**config.mk**
```make
export PLATFORM = sky130hd
export DESIGN_NAME = ram_fifo_ctrl
export DESIGN_NICKNAME = d
export VERILOG_FILES = /design/src/rtl/ram_fifo_ctrl.sv
export SDC_FILE = /design/constraint.sdc
export NUM_CORES = 1
export LEC_CHECK = 0
export ABC_AREA = 1
export BUFFER_PORTS_ARGS = -buffer_cell sky130_fd_sc_hd__buf_2
export CAP_MARGIN = 20
export CORE_MARGIN = 3
export CORE_UTILIZATION = 30
export CTS_BUF_LIST = sky130_fd_sc_hd__clkbuf_8
export CTS_CLUSTER_DIAMETER = 60
export DETAILED_ROUTE_END_ITERATION = 12
export PLACE_DENSITY = 0.67
export SETUP_SLACK_MARGIN = 0.4
export SKIP_CTS_REPAIR_TIMING = 1
export SLEW_MARGIN = 20
export SYNTH_ARGS = -nofsm -noshare
export SYNTH_HDL_FRONTEND = slang
export SYNTH_SLANG_ARGS = --single-unit
```
**constraint.sdc**
```tcl
create_clock -name i_clk -period 2.6 [get_ports i_clk]
set_input_delay 0.39 -clock i_clk [delete_from_list [all_inputs] [get_ports i_clk]]
set_output_delay 0.39 -clock i_clk [all_outputs]
set_load 0.01 [all_outputs]
```
**src/rtl/ram_fifo_ctrl.sv**
```systemverilog
// FIFO controller sequencing an external 1-cycle-latency dual-port RAM as circular storage.
// Push and pop are accepted together every cycle; a rejected request raises a one-cycle error pulse.
module ram_fifo_ctrl #(
  parameter int WIDTH    = 16,
  parameter int DEPTH    = 256,
  parameter int AF_LEVEL = DEPTH - 4,
  parameter int AE_LEVEL = 4,
  localparam int AW = $clog2(DEPTH),
  localparam int CW = AW + 1
) (
  input  logic             i_clk,
  input  logic             i_rst,
  input  logic             i_wr_dv,
  input  logic [WIDTH-1:0] i_wr_data,
  input  logic             i_rd_en,
  output logic             o_rd_dv,
  output logic [WIDTH-1:0] o_rd_data,
  output logic             o_full,
  output logic             o_empty,
  output logic             o_af,
  output logic             o_ae,
  output logic [CW-1:0]    o_count,
  output logic             o_overflow,
  output logic             o_underflow,
  output logic [AW-1:0]    o_ram_wr_addr,
  output logic             o_ram_wr_dv,
  output logic [WIDTH-1:0] o_ram_wr_data,
  output logic [AW-1:0]    o_ram_rd_addr,
  output logic             o_ram_rd_en,
  input  logic             i_ram_rd_dv,
  input  logic [WIDTH-1:0] i_ram_rd_data
);

  localparam logic [CW-1:0] FULL_C = CW'(DEPTH);
  localparam logic [CW-1:0] AF_C   = CW'(AF_LEVEL);
  localparam logic [CW-1:0] AE_C   = CW'(AE_LEVEL);

  logic [AW-1:0] wr_ptr, rd_ptr;
  logic [CW-1:0] count, count_nxt;
  logic          full_q, empty_q, af_q, ae_q;
  logic          ovf_q, unf_q, pend;
  logic          push_ok, pop_ok;

  // Gating on the registered flags means a full FIFO still drains and an empty one still fills.
  assign push_ok = i_wr_dv & ~full_q;
  assign pop_ok  = i_rd_en & ~empty_q;

  always_comb begin
    count_nxt = count;
    case ({push_ok, pop_ok})
      2'b10:   count_nxt = count + CW'(1);
      2'b01:   count_nxt = count - CW'(1);
      default: count_nxt = count;
    endcase
  end

  always_ff @(posedge i_clk) begin
    if (i_rst) begin
      wr_ptr  <= '0;
      rd_ptr  <= '0;
      count   <= '0;
      full_q  <= 1'b0;
      empty_q <= 1'b1;
      af_q    <= 1'b0;
      ae_q    <= 1'b1;
      ovf_q   <= 1'b0;
      unf_q   <= 1'b0;
      pend    <= 1'b0;
    end else begin
      if (push_ok) wr_ptr <= wr_ptr + AW'(1);
      if (pop_ok)  rd_ptr <= rd_ptr + AW'(1);
      count   <= count_nxt;
      full_q  <= (count_nxt == FULL_C);
      empty_q <= (count_nxt == '0);
      af_q    <= (count_nxt >= AF_C);
      ae_q    <= (count_nxt <= AE_C);
      ovf_q   <= i_wr_dv & full_q;
      unf_q   <= i_rd_en & empty_q;
      // Tracks the RAM read issued this cycle so reset can discard its returning data.
      pend    <= pop_ok;
    end
  end

  assign o_ram_wr_dv   = push_ok;
  assign o_ram_wr_addr = wr_ptr;
  assign o_ram_wr_data = i_wr_data;
  assign o_ram_rd_en   = pop_ok;
  assign o_ram_rd_addr = rd_ptr;

  assign o_rd_dv     = i_ram_rd_dv & pend;
  assign o_rd_data   = i_ram_rd_data;
  assign o_full      = full_q;
  assign o_empty     = empty_q;
  assign o_af        = af_q;
  assign o_ae        = ae_q;
  assign o_count     = count;
  assign o_overflow  = ovf_q;
  assign o_underflow = unf_q;

endmodule
```
==> results.py <==
metrics = {
    "place": {
        "place_ws_ps": 223,
        "io_buffers": 38,
        "routabilityCongestion": 0.898,
        "hpwl_mm": 3.88,
    },
    "routing": {
        "drtAntennaViolNets": 0,
        "via_per_inst": 4.57,
        "topRoutingLayerUsed": "met4",
        "dr.pass1.iters": 4,
        "met3_length_um": 311,
        "drc": 0,
        "wirelength_mm": 5.17,
        "wl_met2_mm": 2.39,
        "wl_per_cell_um": 12.1,
        "drtIter0Drc": 170,
        "wl_met1_mm": 2.37,
        "num_vias": 1951,
    },
    "timing": {
        "finalClockSkew_ps": 7.19,
        "maxSlewHeadroom": 0.721,
        "tightest_slew_ps": 419,
        "slew_viol_final": 0,
        "setup_viol": 0,
        "period_needed_ps": 2060,
        "fmax_ghz": 0.487,
        "rsz0062_at_grt": "false",
        "worst_slack_ps": 545,
        "tns_ps": 0,
        "finalHoldViolCount": 0,
        "finalCritPeriodShare": 0.790,
    },
    "worst_setup_path": {
        "r2r_slack_ps": 540,
        "r2r-end": "o_full",
        "cp-start-kind": "register",
        "arrival_ps": 2290,
        "rr_worst_depth": 18,
        "cp_slowest_cell": "dfxtp_4",
        "cpPeakStageDelay_ps": 370,
        "cp_max_fo": 4,
        "worst-path-buf-inv": 3,
        "path_cells": "inv_2 -> nand2_4 -> nor2_4 -> nand2_1 -> nand2_2 -> ha_1 -> inv_1 -> nand2_1 -> nand3_1 -> nand2_1 -> nand2_1 -> nand3_1 -> nand2_1 -> inv_1 -> nand3_2 -> nor2_4 -> nand2_1 -> nor2_2",
        "crit_top_cell": "nand2_1",
        "cpLargestDelayFamily": "simple AND/OR/NAND/NOR gates",
        "critPathKind": "reg -> reg",
        "worstReg2RegStart": "o_empty",
        "cp.required_ps": 2830,
        "endpoint_kind": "register",
    },
    "global_route": {
        "overflow": 0,
        "first_global_vias": 1853,
        "grt_use_total": 0.126,
        "grt_pass1_wl_mm": 8.56,
        "grt_max_degree": 22,
        "antenna_found_initial": 0,
    },
    "synthesis": {
        "synth_edf_count": 0,
        "syn_nets": 359,
        "synthArstFlopShare": 0,
        "synthDistinctLibCells": 31,
        "ys_seq_elements": 32,
        "syn_area_sq_um": 2130,
        "ys_seq_area_frac": 0.301,
        "ys_warn_count": 0,
        "synthCells": 317,
        "syn_area_per_cell_sq_um": 6.72,
        "synthFlopType": "dfxtp_1",
    },
    "clock_network": {
        "cts_tree": "done",
        "cts_root_buffer": "clkbuf_8",
        "cts_made_buffers": 5,
        "cts_sinks": 32,
        "clk_latency_ps": 290,
        "htree_levels": 2,
        "cts_max_path_buffers": 2,
        "clk_pin_slew_worst_paths_ps": 70,
    },
    "worst_hold_path": {
        "min_path_cells": 3,
        "hold_class": "in -> reg",
        "min_to": "pend",
        "worstHoldStart": "i_rd_en",
    },
    "cells_and_area": {
        "final_cell_mix": "78 x nand2_1, 38 x buf_2, 31 x inv_1",
        "layout-drive-gt1-share": 0.272,
        "num_antenna_cells": 0,
        "nFillCells": 782,
        "syn_to_final_growth_pct": 11.1,
        "fin_nets": 372,
        "layout_commonest_cell": "nand2_1",
    },
    "floorplan": {
        "rows": 30,
        "core_sq_um": 6830,
        "dieHeight_um": 90.3,
        "die_w_um": 90.3,
        "die_area_sq_um": 8150,
        "start_util": 0.312,
        "io_pins": 103,
    },
    "job": {
        "drv_cap": 0,
    },
    "pwr": {
        "p_leak_nw": 1.16,
        "p_per_area_nw_per_um2": 584,
        "vdd_drop_max_uv": 214,
    },
    "run_status": {
        "outcome": "completed",
    },
}
==> layer usage <==
layer	track usage	up-vias
met5	0	-
met4	0.0561	0
met3	0.0342	9
met2	0.201	70
met1	0.160	871
li1	-	1001
==> worst register-to-register path, stage by stage, from the launching register on <==
cell,delay (ps)
dfxtp_4,370
inv_2,80
nand2_4,70
nor2_4,150
nand2_1,80
nand2_2,80
ha_1,150
inv_1,40
nand2_1,110
nand3_1,130
nand2_1,110
nand2_1,50
nand3_1,60
nand2_1,70
inv_1,90
nand3_2,100
nor2_4,110
nand2_1,70
nor2_2,70
==> cell families (layout without fill, tap and decap cells) <==
logic type,count (synthesis),after routing,share of synthesized area
simple gates,176,176,0.392
fa+ha+maj,5,5,0.0294
flops,32,32,0.301
buf+inv,75,89,0.197
compound gates,26,26,0.0687
xor+xnor,3,3,0.0123
==> state kept, by name (all words and copies together) (netlist names) <==
signal and cells:
o_count 9, o_ram_rd_addr 8, o_ram_wr_addr 8, o_ae 1, o_af 1, o_empty 1, o_full 1, o_overflow 1
o_underflow 1, pend 1
==> worst max path at each step <==
stage / from / to / cells after the start
after floorplan: i_wr_dv / o_full / 16
after global placement: i_wr_dv / o_full / 17
after detailed placement: i_wr_dv / o_full / 17
after CTS: o_empty / o_full / 16
after global routing: o_empty / o_ae / 19
final: o_empty / o_full / 18
==> where the power goes <==
group          internal (mW)  switching [mW]
Sequential             0.526          0.0404
Clock                  0.211           0.202
Combinational          0.144           0.258
==> synthesized netlist by cell type (2+ instances only) <==
cell | count | area share
a21oi_1 | 12 | 0.028
and3_1 | 3 | 0.0088
buf_4 | 33 | 0.12
buf_6 | 2 | 0.011
clkbuf_1 | 2 | 0.0035
dfxtp_1 | 32 | 0.30
ha_1 | 5 | 0.029
inv_1 | 31 | 0.055
inv_2 | 5 | 0.0088
nand2_1 | 80 | 0.14
nand2_2 | 10 | 0.029
nand3_1 | 27 | 0.063
nand3_2 | 4 | 0.019
nand3b_1 | 2 | 0.0070
nor2_1 | 26 | 0.046
nor2_2 | 3 | 0.0088
nor2_4 | 2 | 0.011
nor3_1 | 12 | 0.028
nor3_2 | 3 | 0.014
nor3b_1 | 3 | 0.011
o21ai_0 | 8 | 0.019
xor2_1 | 3 | 0.012
==> area by class of cell <==
cell class,count,area [sq um],area share
clock inverters,2,11.3,0.00476
repair buffers,44,235,0.0994
clock buffers,6,82.6,0.0349
inverters,37,139,0.0587
flip-flops and latches,32,648,0.274
multi-input cells,210,1130,0.478
well taps,96,120,0.0507
==> stage by stage <==
| step | total power, mW | std cells | hold WS (ps) | instance area, sq um | util |
|---|---|---|---|---|---|
| floorplan | 0.894 | 317 | 484 | 2130 | - |
| global placement | 0.951 | 416 | 453 | 2180 | 0.319 |
| detailed placement | 0.954 | 416 | 461 | 2180 | 0.319 |
| CTS | 1.37 | 424 | 389 | 2280 | 0.333 |
| global route | 1.47 | 427 | 430 | 2370 | 0.347 |
| finish | 1.38 | 427 | 421 | 2370 | 0.347 |
(Power assumes the default switching activity.)
